$ cat src/rtl/rac_pkg.sv
// Shared types and constant helpers for the round-and-clip scheduler.
package rac_pkg;

  typedef enum logic {EMPTY = 1'b0, FULL = 1'b1} rac_state_e;

  // Width of a channel index for n requesters.
  function automatic int id_w(input int n);
    return $clog2(n);
  endfunction

  // Largest positive value of a signed final_w-bit sample.
  function automatic int max_pos(input int final_w);
    return (32'sd1 <<< (final_w - 1)) - 32'sd1;
  endfunction

  // Most negative value of a signed final_w-bit sample.
  function automatic int max_neg(input int final_w);
    return -(32'sd1 <<< (final_w - 1));
  endfunction

endpackage

$ cat src/rtl/rac_scheduler_if.sv
// Request and output handshake bundle of the round-and-clip scheduler.
// slave = scheduler side, master = requester/downstream side.
interface rac_scheduler_if
  import rac_pkg::*;
#(
  parameter int N_REQ = 4,
  parameter int WIDTH = 31,
  parameter int FINAL = 16
);
  localparam int IW = id_w(N_REQ);

  logic [N_REQ-1:0]       req_valid;
  logic [N_REQ*WIDTH-1:0] req_data;
  logic [N_REQ-1:0]       req_ready;
  logic                   out_valid;
  logic                   out_ready;
  logic [FINAL-1:0]       out_data;
  logic [IW-1:0]          out_id;
  logic                   out_sat;

  modport slave (
    input  req_valid, req_data, out_ready,
    output req_ready, out_valid, out_data, out_id, out_sat
  );

  modport master (
    output req_valid, req_data, out_ready,
    input  req_ready, out_valid, out_data, out_id, out_sat
  );
endinterface

$ cat src/rtl/round_and_clip.sv
// Round half up on bit SCALE-1, then clip a WIDTH-bit signed value to FINAL bits.
module round_and_clip
  import rac_pkg::*;
#(
  parameter int WIDTH = 31,
  parameter int FINAL = 16,
  parameter int SCALE = 5
) (
  input  logic signed [WIDTH-1:0] in_data,
  output logic signed [FINAL-1:0] out_data,
  output logic                    out_sat
);
  // Rounded value keeps one extra bit so the half-LSB add cannot overflow.
  localparam int RW = WIDTH + 1 - SCALE;
  localparam logic signed [RW-1:0] MAX_P = RW'(max_pos(FINAL));
  localparam logic signed [RW-1:0] MAX_N = RW'(max_neg(FINAL));

  logic signed [WIDTH:0]  sum_s;
  logic signed [RW-1:0]   rnd_s;

  // Add half an output LSB, drop the fraction bits, then saturate.
  always_comb begin
    sum_s = {in_data[WIDTH-1], in_data} + ((WIDTH+1)'(1) << (SCALE - 1));
    rnd_s = sum_s[WIDTH:SCALE];
    if (rnd_s > MAX_P) begin
      out_data = MAX_P[FINAL-1:0];
      out_sat  = 1'b1;
    end else if (rnd_s < MAX_N) begin
      out_data = MAX_N[FINAL-1:0];
      out_sat  = 1'b1;
    end else begin
      out_data = rnd_s[FINAL-1:0];
      out_sat  = 1'b0;
    end
  end
endmodule

$ cat src/rtl/rac_scheduler.sv
// Round-robin scheduler sharing one round-and-clip datapath among N_REQ
// channels, with a single registered output slot.
// Optional feature macro: SAT_STATS_EN (per-channel saturation counters).
module rac_scheduler
  import rac_pkg::*;
#(
  parameter int N_REQ = 4,
  parameter int WIDTH = 31,
  parameter int FINAL = 16,
  parameter int SCALE = 5,
  parameter int CNT_W = 16
) (
  input  logic clk,
  input  logic rst,
  input  logic flush,
  rac_scheduler_if.slave bus,
  output logic busy
`ifdef SAT_STATS_EN
  ,
  input  logic                     sat_clr,
  output logic [N_REQ*CNT_W-1:0]   sat_cnt
`endif
);
  localparam int IW = id_w(N_REQ);

  rac_state_e          state_q, state_d;
  logic [IW-1:0]       rr_ptr_q, rr_ptr_d;
  logic                out_valid_q, out_valid_d;
  logic [FINAL-1:0]    out_data_q, out_data_d;
  logic [IW-1:0]       out_id_q, out_id_d;
  logic                out_sat_q, out_sat_d;

  logic [IW-1:0]           grant_s;
  logic                    grant_found_s;
  logic [IW:0]             idx_s;
  logic                    accept_s;
  logic signed [WIDTH-1:0] rc_in_s;
  logic signed [FINAL-1:0] rc_data_s;
  logic                    rc_sat_s;

  // Round-robin search starting just after the last granted channel.
  always_comb begin
    grant_found_s = 1'b0;
    grant_s       = '0;
    idx_s         = '0;
    for (int k = 1; k <= N_REQ; k++) begin
      idx_s = {1'b0, rr_ptr_q} + (IW+1)'(k);
      if (idx_s >= (IW+1)'(N_REQ)) begin
        idx_s = idx_s - (IW+1)'(N_REQ);
      end else begin
        idx_s = idx_s;
      end
      if (!grant_found_s && bus.req_valid[idx_s[IW-1:0]]) begin
        grant_found_s = 1'b1;
        grant_s       = idx_s[IW-1:0];
      end else begin
        grant_found_s = grant_found_s;
      end
    end
  end

  // Slot can take a sample when free or draining this cycle; flush and reset block grants.
  always_comb begin
    accept_s = ((state_q == EMPTY) | bus.out_ready) & ~flush & grant_found_s & ~rst;
    for (int i = 0; i < N_REQ; i++) begin
      bus.req_ready[i] = accept_s & (grant_s == IW'(i));
    end
  end

  // Route the granted channel's accumulator into the shared datapath.
  always_comb begin
    rc_in_s = '0;
    for (int i = 0; i < N_REQ; i++) begin
      rc_in_s = (grant_s == IW'(i)) ? bus.req_data[i*WIDTH +: WIDTH] : rc_in_s;
    end
  end

  round_and_clip #(
    .WIDTH (WIDTH),
    .FINAL (FINAL),
    .SCALE (SCALE)
  ) u_rc (
    .in_data  (rc_in_s),
    .out_data (rc_data_s),
    .out_sat  (rc_sat_s)
  );

  // Slot FSM: load on accept, empty on delivery, flush overrides all.
  always_comb begin
    state_d     = state_q;
    rr_ptr_d    = rr_ptr_q;
    out_valid_d = out_valid_q;
    out_data_d  = out_data_q;
    out_id_d    = out_id_q;
    out_sat_d   = out_sat_q;
    if (flush) begin
      state_d     = EMPTY;
      out_valid_d = 1'b0;
      rr_ptr_d    = IW'(N_REQ - 1);
    end else if (accept_s) begin
      state_d     = FULL;
      out_valid_d = 1'b1;
      out_data_d  = rc_data_s;
      out_id_d    = grant_s;
      out_sat_d   = rc_sat_s;
      rr_ptr_d    = grant_s;
    end else begin
      case (state_q)
        EMPTY: state_d = EMPTY;
        FULL: begin
          if (bus.out_ready) begin
            state_d     = EMPTY;
            out_valid_d = 1'b0;
          end else begin
            state_d = FULL;
          end
        end
        default: begin
          state_d     = EMPTY;
          out_valid_d = 1'b0;
        end
      endcase
    end
  end

  // Slot and arbitration state registers.
  always_ff @(posedge clk or posedge rst) begin
    if (rst) begin
      state_q     <= EMPTY;
      rr_ptr_q    <= IW'(N_REQ - 1);
      out_valid_q <= 1'b0;
      out_data_q  <= '0;
      out_id_q    <= '0;
      out_sat_q   <= 1'b0;
    end else begin
      state_q     <= state_d;
      rr_ptr_q    <= rr_ptr_d;
      out_valid_q <= out_valid_d;
      out_data_q  <= out_data_d;
      out_id_q    <= out_id_d;
      out_sat_q   <= out_sat_d;
    end
  end

  assign bus.out_valid = out_valid_q;
  assign bus.out_data  = out_data_q;
  assign bus.out_id    = out_id_q;
  assign bus.out_sat   = out_sat_q;
  assign busy          = out_valid_q | (|bus.req_valid);

`ifdef SAT_STATS_EN
  logic [CNT_W-1:0] sat_cnt_q [N_REQ];
  logic [CNT_W-1:0] sat_cnt_d [N_REQ];

  // Count saturated slot loads per channel; clear wins, counters stick at max.
  always_comb begin
    for (int i = 0; i < N_REQ; i++) begin
      if (sat_clr) begin
        sat_cnt_d[i] = '0;
      end else if (accept_s && rc_sat_s && (grant_s == IW'(i)) && (sat_cnt_q[i] != '1)) begin
        sat_cnt_d[i] = sat_cnt_q[i] + CNT_W'(1);
      end else begin
        sat_cnt_d[i] = sat_cnt_q[i];
      end
    end
  end

  // Saturation counter registers.
  always_ff @(posedge clk or posedge rst) begin
    if (rst) begin
      for (int i = 0; i < N_REQ; i++) sat_cnt_q[i] <= '0;
    end else begin
      for (int i = 0; i < N_REQ; i++) sat_cnt_q[i] <= sat_cnt_d[i];
    end
  end

  // Flatten counters onto the output bus.
  always_comb begin
    for (int i = 0; i < N_REQ; i++) sat_cnt[i*CNT_W +: CNT_W] = sat_cnt_q[i];
  end
`endif
endmodule

$ cat src/flat_wrapper.sv
// flat-port wrapper written by rule: the top's interface ports become plain ports
module rac_scheduler_flat import rac_pkg::*;
#(
  parameter int N_REQ = 4,
  parameter int WIDTH = 31,
  parameter int FINAL = 16,
  parameter int SCALE = 5,
  parameter int CNT_W = 16
)
  (clk, rst, flush, busy, bus_req_valid, bus_req_data, bus_out_ready, bus_req_ready, bus_out_valid, bus_out_data, bus_out_id, bus_out_sat);
  rac_scheduler_if #(.N_REQ(N_REQ), .WIDTH(WIDTH), .FINAL(FINAL)) bus_i ();
  input  logic clk;
  input  logic rst;
  input  logic flush;
  output logic busy;
  input wire logic [$bits(bus_i.req_valid)-1:0] bus_req_valid;
  input wire logic [$bits(bus_i.req_data)-1:0] bus_req_data;
  input wire logic [$bits(bus_i.out_ready)-1:0] bus_out_ready;
  output wire logic [$bits(bus_i.req_ready)-1:0] bus_req_ready;
  output wire logic [$bits(bus_i.out_valid)-1:0] bus_out_valid;
  output wire logic [$bits(bus_i.out_data)-1:0] bus_out_data;
  output wire logic [$bits(bus_i.out_id)-1:0] bus_out_id;
  output wire logic [$bits(bus_i.out_sat)-1:0] bus_out_sat;
  assign bus_i.req_valid = bus_req_valid;
  assign bus_i.req_data = bus_req_data;
  assign bus_i.out_ready = bus_out_ready;
  assign bus_req_ready = bus_i.req_ready;
  assign bus_out_valid = bus_i.out_valid;
  assign bus_out_data = bus_i.out_data;
  assign bus_out_id = bus_i.out_id;
  assign bus_out_sat = bus_i.out_sat;
  rac_scheduler #(.N_REQ(N_REQ), .WIDTH(WIDTH), .FINAL(FINAL), .SCALE(SCALE), .CNT_W(CNT_W)) u_core (.clk(clk), .rst(rst), .flush(flush), .bus(bus_i), .busy(busy));
endmodule
$ cat config.mk
export PLATFORM = sky130hd
export DESIGN_NAME = rac_scheduler_flat
export DESIGN_NICKNAME = d
export VERILOG_FILES = /design/src/rtl/rac_pkg.sv /design/src/rtl/rac_scheduler_if.sv /design/src/rtl/round_and_clip.sv /design/src/rtl/rac_scheduler.sv /design/src/flat_wrapper.sv
export SDC_FILE = /design/constraint.sdc
export NUM_CORES = 1
export LEC_CHECK = 0
export BUFFER_PORTS_ARGS = -buffer_cell sky130_fd_sc_hd__clkbuf_2
export CAP_MARGIN = 20
export CORE_MARGIN = 2
export CORE_UTILIZATION = 27
export DETAILED_ROUTE_END_ITERATION = 6
export HOLD_SLACK_MARGIN = 0.05
export MAX_ROUTING_LAYER = met4
export PLACE_DENSITY = 0.54
export SKIP_LAST_GASP = 1
export SYNTH_ARGS = -nofsm -noshare
export SYNTH_HDL_FRONTEND = slang
export SYNTH_SLANG_ARGS = --single-unit
$ cat constraint.sdc
create_clock -name clk -period 7.1 [get_ports clk]
set_clock_uncertainty 0.05 [all_clocks]
set_input_delay 1.42 -clock clk [delete_from_list [all_inputs] [get_ports clk]]
set_output_delay 1.42 -clock clk [all_outputs]
set_load 0.03 [all_outputs]
# --- Yosys cells after proc, flatten, opt, wreduce, memory -nomap -nowiden ---
# Cells that the tools add are included.
op_classes:
  eq_ne: 3
  addsub: 9
  bitwise_logic: 12
  n_reduce_logical: 13
  n_lt_le_gt_ge: 10
  n_mux: 38
op_table:
  columns: ["cell", "count"]
  rows:
  - ["$mux W31", 4]
  - ["$add A31 B6 Y32 const B", 1]
  - ["$mux W16", 2]
  - ["$gt A27 B16 Y1 const B", 1]
  - ["$lt A27 B16 Y1 const B", 1]
  - ["$mux W2", 10]
  - ["$mux W1", 17]
  - ["$ge A3 B3 Y1 const B", 4]
  - ["$lt A2 B3 Y1 const B", 4]
  - ["$bmux W1 S2", 4]
  - ["$sub A2 B1 Y2 const B", 4]
  - ["$and A1 B1 Y1", 7]
  - ["$add A2 B2 Y3 const B", 2]
  - ["$reduce_bool A3 Y1", 2]
  - ["$eq A2 B2 Y1 const B", 2]
  - ["$reduce_and A2 Y1", 2]
  - ["$reduce_or A4 Y1", 1]
  - ["$add A2 B1 Y3 const B", 1]
  - ["$add A2 B3 Y3 const B", 1]
  - ["$logic_and A1 B1 Y1", 3]
  - ["$logic_not A1 Y1", 3]
  - ["$not A1 Y1", 3]
  - ["$eq A2 B1 Y1 const B", 1]
  - ["$logic_not A2 Y1", 1]
  - ["3 further kinds", 4]
totals:
  reg_bits: 23
  output_inout_bits: 25
  wordCells: 91
  in_bits: 132

# --- Logic depth before layout (Yosys ltp) ---
logic_depth:
  depth_word: 24
  ltp_mapped: 16
  ltp_nobuf: 13

# --- Cells and area by module ---
# Synthesis repeated with hierarchy kept, for this count alone.
unflattened:
  hier_cells: 370
  area_unflattened_um2: 2658.8
modules_own_cells:
  columns: ["module", "cells_per_inst", "area_per_inst_um2", "seq_area_each_um2", "n_inst"]
  rows:
  - ["rac_scheduler", 253, 1916.8, 578.1, 1]
  - ["round_and_clip", 117, 742.0, 0.0, 1]

# --- Least setup slack after synthesis ---
# Ideal clock, no wire load.
synth_path:
  path_kind: "input-to-reg"
  startpoint: "in bus_req_valid[1]"
  endpoint: "reg u_core.out_sat_q (netlist: u_core.bus.out_sat)"
  t_required_ps: 6918
  path_buffers: 1
  setup_ps: 132
  arrival_time_ps: 4464
  path_slack_ps: 2454
  stages: 14
  path_cell_list: "nor2b_1 > o21ba_2 > nor2_8 > mux4_1 > ha_1 > inv_1 > nor3b_1 > or4_1 > nor3_2 > a31o_1 > a31oi_1 > o41a_4 > buf_6 > o21bai_1"
synth_between:
  elab_chain_cells: 21
  word_cells_on_any_way: 38
  classes_between: "1 x add/sub; 2 x order compare; 3 x eq/ne; 22 x mux; 2 x bitwise; 8 x reduce/logical"
synth_rtl:
  columns: ["item", "line", "rtl"]
  rows:
  - ["start: declaration", "flat_wrapper.sv:16", "input wire logic [$bits(bus_i.req_valid)-1:0] bus_req_valid;"]
  - ["$bmux W1 S2", "rac_scheduler.sv:53", "if (!grant_found_s && bus.req_valid[idx_s[IW-1:0]]) begin"]
  - ["$mux W1 (not written as such)", "rac_scheduler.sv:53", null]
  - ["$mux W1", "rac_scheduler.sv:53", null]
  - ["$logic_not A1 Y1", "rac_scheduler.sv:53", null]
  - ["$logic_and A1 B1 Y1", "rac_scheduler.sv:53", null]
  - ["$mux W1", "rac_scheduler.sv:53", null]
  - ["$logic_not A1 Y1", "rac_scheduler.sv:53", null]
  - ["$logic_and A1 B1 Y1", "rac_scheduler.sv:53", null]
  - ["[... 2 more ...]", null, null]
  - ["$logic_and A1 B1 Y1", "rac_scheduler.sv:53", null]
  - ["$mux W2", "rac_scheduler.sv:53", null]
  - ["$logic_not A2 Y1", "rac_scheduler.sv:74", "rc_in_s = (grant_s == IW'(i)) ? bus.req_data[i*WIDTH +: WIDTH] : rc_in_s;"]
  - ["$mux W31 (4 in a row)", "rac_scheduler.sv:74", null]
  - ["$add A31 B6 Y32", "round_and_clip.sv:23", "sum_s = {in_data[WIDTH-1], in_data} + ((WIDTH+1)'(1) << (SCALE - 1));"]
  - ["$lt A27 B16 Y1", "round_and_clip.sv:28", "end else if (rnd_s < MAX_N) begin"]
  - ["$mux W1", "round_and_clip.sv:28", null]
  - ["$mux W1", "round_and_clip.sv:25", "if (rnd_s > MAX_P) begin"]
  - ["end signal: assignment", "rac_scheduler.sv:141", "out_sat_q <= out_sat_d;"]
  - ["end: declaration", "rac_scheduler.sv:31", "logic out_sat_q, out_sat_d;"]
# Several ways; a longest one is shown, not always the timed one. The select of a mux whose other input is x is not followed.
# A chain may end at the register's enable or synchronous reset.

# --- Worst setup path in the final report ---
layout_path:
  startpoint: "in bus_req_valid[1]"
  endpoint: "reg u_core.out_data_q[4] (netlist: u_core.bus.out_data[4])"
layout_between:
  elab_chain_cells: 21
  word_cells_on_any_way: 38
  classes_between: "1 x add/sub; 2 x order compare; 3 x eq/ne; 22 x mux; 2 x bitwise; 8 x reduce/logical"
layout_rtl:
  columns: ["item", "line", "rtl"]
  rows:
  - ["$bmux W1 S2", "rac_scheduler.sv:53", null]
  - ["$mux W1 (not written as such)", "rac_scheduler.sv:53", null]
  - ["$mux W1", "rac_scheduler.sv:53", null]
  - ["$logic_not A1 Y1", "rac_scheduler.sv:53", null]
  - ["$logic_and A1 B1 Y1", "rac_scheduler.sv:53", null]
  - ["$mux W1", "rac_scheduler.sv:53", null]
  - ["$logic_not A1 Y1", "rac_scheduler.sv:53", null]
  - ["$logic_and A1 B1 Y1", "rac_scheduler.sv:53", null]
  - ["[... 2 more ...]", null, null]
  - ["$logic_and A1 B1 Y1", "rac_scheduler.sv:53", null]
  - ["$mux W2", "rac_scheduler.sv:53", null]
  - ["$logic_not A2 Y1", "rac_scheduler.sv:74", null]
  - ["$mux W31 (4 in a row)", "rac_scheduler.sv:74", null]
  - ["$add A31 B6 Y32", "round_and_clip.sv:23", null]
  - ["$lt A27 B16 Y1", "round_and_clip.sv:28", null]
  - ["$mux W16", "round_and_clip.sv:28", null]
  - ["$mux W16", "round_and_clip.sv:25", null]
  - ["end signal: assignment", "rac_scheduler.sv:139", "out_data_q <= out_data_d;"]
  - ["end: declaration", "rac_scheduler.sv:29", "logic [FINAL-1:0] out_data_q, out_data_d;"]
# Several ways; a longest one is shown, not always the timed one. The select of a mux whose other input is x is not followed.

==> tab_implementation.tex <==
\begin{tabular}{lr}
\hline
Metric & Value \\
\hline
\multicolumn{2}{l}{\textbf{Critical path}} \\
Reg2Reg Capture Point & u\_core.bus.out\_data[4] \\
Arrival time worst endpoint & 5.38 ns \\
Logic depth of the worst register-to-register path & 13 \\
Register-to-Register Setup Slack & 2.55 ns \\
Critical path required time & 7.23 ns \\
Sort of element at the end of the critical path & flop \\
Critical Path Source Type & input port \\
Reg-to-Reg Start & u\_core.rr\_ptr\_q[1] \\
Crit-path max FO & 17 \\
Setup Crit Path Kind & in2reg \\
\multicolumn{2}{l}{\textbf{GRT}} \\
Via count of the first global-routing pass & 2841 \\
Global-route wire length before repair & 13500 um \\
All-Layer GR Usage & 16.5\% \\
Total global routing overflow & 0 \\
Maximum number of pins on one net before global-route repair & 27 \\
Initial antenna violation count & 0 \\
\multicolumn{2}{l}{\textbf{CTS}} \\
Clock root cell & clkbuf\_8 \\
Clock Latency Late Sink & 0.26 ns \\
Buffers inserted by post-CTS timing repair & 0 \\
TritonCTS clock tree & done \\
Count of hold buffers inserted by post-cts repair & 0 \\
Htree depth & 1 \\
Clock buffers created by TritonCTS & 3 \\
Clk sink count & 23 \\
PostCTS Resize Cnt & 0 \\
Clock edge transition at the registers on the reported setup and hold paths & 0.08 ns \\
Buffers from clock root to sink, at most & 2 \\
\multicolumn{2}{l}{\textbf{Final layout}} \\
Finished Cell Area & 0.00351 mm2 \\
Final layout net count & 543 \\
Non-filler cells, final & 542 \\
Number of fill cells & 1020 \\
Fraction of final layout cells sized beyond drive strength 1 & 48.2\% \\
Highest-count cells in the layout ignoring fill and taps & 140 x clkbuf\_2, 30 x nor2\_1, 23 x nand2\_1, 21 x dfrtp\_1, 20 x mux4\_2 \\
Count of inserted antenna diode cells & 0 \\
Most common library cell in the layout ignoring fill and taps & clkbuf\_2 \\
Area overhead of the layout relative to synthesis & 31.5\% \\
\multicolumn{2}{l}{\textbf{Timing}} \\
RSZ-0062 raised after global routing & false \\
Final worst hold slack & 0.451 ns \\
Minimum clock period & 5.25 ns \\
Slew Limit Headroom & 37.7\% \\
Final-report setup violation count & 0 \\
Maximum clock frequency & 190 MHz \\
Final-report max-slew violation count & 0 \\
Number of hold violations in the final report & 0 \\
Accumulated negative setup slack & 0 ns \\
Part of the cycle the worst path needs & 73.9\% \\
Measured slew at the worst slew-check pin & 0.933 ns \\
\multicolumn{2}{l}{\textbf{Synthesis}} \\
Count of cell types in the netlist & 68 \\
Area of the mapped netlist & 0.00267 mm2 \\
Syn Nets & 407 \\
Adder-cell area share of the yosys netlist & 0.469\% \\
Main combinational cell family by area after synthesis & simple AND/OR/NAND/NOR gates \\
Area share of the leading cell type in the synthesized netlist & 19.7\% \\
Post-synthesis mux area share & 22.3\% \\
Synth Area in Simple Gates & 26.7\% \\
Synthesized instance count & 274 \\
Largest area contributor in the netlist & dfrtp\_1 \\
Number of synthesized flops with an enable pin & 0 \\
Mean Syn Cell Area & 9.74 um2 \\
Synth Flop Type & dfrtp\_1 \\
Cell types with the largest area share after synthesis & dfrtp\_1 20\%, mux4\_2 17\%, nor2\_1 4.2\% \\
Post-synthesis sequential element count & 23 \\
Share of synthesized flip-flops with an asynchronous set or reset & 100\% \\
Total number of yosys warnings & 0 \\
Area share of xor/xnor cells in the synthesized design & 5.91\% \\
Post-synthesis sequential area ratio & 21.7\% \\
Compound-cell area share of the yosys netlist & 18.8\% \\
\multicolumn{2}{l}{\textbf{Worst hold path}} \\
Min-delay worst type & reg2reg \\
Hold path endpoint & u\_core.bus.out\_id[1] \\
Cell depth of the worst min-delay path & 2 \\
Beginning of the worst hold path & u\_core.bus.out\_id[1] \\
\multicolumn{2}{l}{\textbf{Pwr}} \\
Maximum vdd drop & 0.0000866 V \\
Overall power consumption & 0.000640 W \\
Seq pwr share & 28.1\% \\
Static Leakage & 1.54 nW \\
Areal power density over the cells & 182 mW/mm2 \\
Psw & 0.000288 W \\
Internal & 0.000351 W \\
Fraction of power spent switching nets & 45.1\% \\
Clock group share of total power & 13.2\% \\
Comb power frac & 58.7\% \\
\multicolumn{2}{l}{\textbf{Routing}} \\
Total routed wirelength & 8480 um \\
Via/cell ratio & 5.14 \\
Initial DRT Pass Iterations & 4 \\
Vias after detailed routing & 2787 \\
Mean routed wirelength per cell & 15.6 um \\
Post-detailed-route count of antenna-violating nets & 0 \\
Number of DRC violations after detailed-routing iteration 0 & 91 \\
Detailed-route DRC error count & 0 \\
\multicolumn{2}{l}{\textbf{Die}} \\
Die outline width & 103 um \\
Die height & 103 um \\
Rows & 36 \\
Die outline area & 0.0107 mm2 \\
IO Count & 157 \\
Effective utilization at floorplan & 27.6\% \\
CORE AREA & 0.00968 mm2 \\
\multicolumn{2}{l}{\textbf{Run status}} \\
Result of the run & completed \\
\multicolumn{2}{l}{\textbf{Placed design}} \\
Placer's final routability congestion estimate & 0.887 \\
Count of port buffers added during placement & 140 \\
Placed cell count & 538 \\
Placed wire-length estimate & 6920 um \\
Placed standard-cell area & 0.00346 mm2 \\
\multicolumn{2}{l}{\textbf{Job}} \\
Max-cap violations & 0 \\
\hline
\end{tabular}
-- through the flow --
stage	worst slack [ns]	utilization (%)
after global routing	1.44	36.2
final	1.85	36.2
after detailed placement	1.54	35.7
after global placement	1.55	35.7
after floorplan	2.45	-
after CTS	1.82	36.2
-- flip-flops by register name, indices dropped and copies added (netlist names) --
name	count
u_core.bus.out_valid	1
u_core.rr_ptr_q	2
u_core.state_q	1
u_core.bus.out_id	2
u_core.bus.out_sat	1
u_core.bus.out_data	16
-- logic make-up after synthesis --
group	count (synthesis)
multiplexers	29
AND/OR/NAND/NOR	127
buffers and inverters	17
XOR/XNOR	18
adder cells (fa/ha/maj)	1
AO/OA/AOI/OAI	59
flip-flops	23
-- critical path, stage by stage --
cell       delay, ns
clkbuf_2        0.14
nor2b_1         0.14
o2bb2ai_1       0.16
or2_1           0.66
mux4_2          0.38
ha_1            0.21
inv_1           0.07
nor3b_1         0.69
and3_1          0.28
a211oi_1        0.08
a41o_1          0.26
a41oi_2         0.55
nor3_1          0.11
nor3_1          0.22
-- synthesized netlist by cell type (3+ instances only) --
cell      number
nand3_1       11
nor3_1        15
a21o_1         3
nand3b_1       4
mux4_1         3
xor2_1         8
nand2_1       23
o211ai_1       4
xnor2_1       10
nor2_1        30
o22ai_1        5
inv_1          5
and2_1         3
a21boi_0       5
mux2i_1        3
nor2b_1        3
a211oi_1       5
nand4_1        5
o21bai_1       3
o21ai_0        7
a211oi_2       5
or2_2          4
clkbuf_1       5
dfrtp_1       21
and3_1         8
mux4_2        20
-- cell type report --
type	instances	area (um2)	share of cell area (%)
Clock buffer	3	41.3	1.18
Clock inverter	1	5.00	0.143
Inverter	6	22.5	0.642
Multi-Input combinational cell	234	1980	56.4
Sequential cell	23	578	16.5
Tap cell	133	166	4.74
Timing Repair Buffer	142	716	20.4
-- routing by layer --
metal	part of all wire [%]	global-route usage, %
met1	42	20.4
met4	1.1	3.64
met3	5.2	1.75
met2	51	29.0
met5	0	-
-- power by group through the flow --
stage | combinational, W | clock (W) | sequential, W
finish | 0.000376 | 0.0000841 | 0.000180
global route | 0.000411 | 0.0000931 | 0.000184
global placement | 0.000374 | 0 | 0.000181
detailed placement | 0.000378 | 0 | 0.000183
CTS | 0.000380 | 0.0000864 | 0.000181
floorplan | 0.000215 | 0 | 0.000238
-- how the worst max path moves through the flow --
stage | cells after the start | from | endpoint
finish | 14 | bus_req_valid[1] | u_core.bus.out_data[4]
global route | 14 | bus_req_valid[1] | u_core.bus.out_data[8]
CTS | 14 | bus_req_valid[1] | u_core.bus.out_data[8]
detailed placement | 14 | bus_req_valid[1] | u_core.bus.out_data[8]
global placement | 14 | bus_req_valid[1] | u_core.bus.out_data[8]
floorplan | 14 | bus_req_valid[1] | u_core.bus.out_sat
Note: power is estimated with default switching activity, not from simulation.
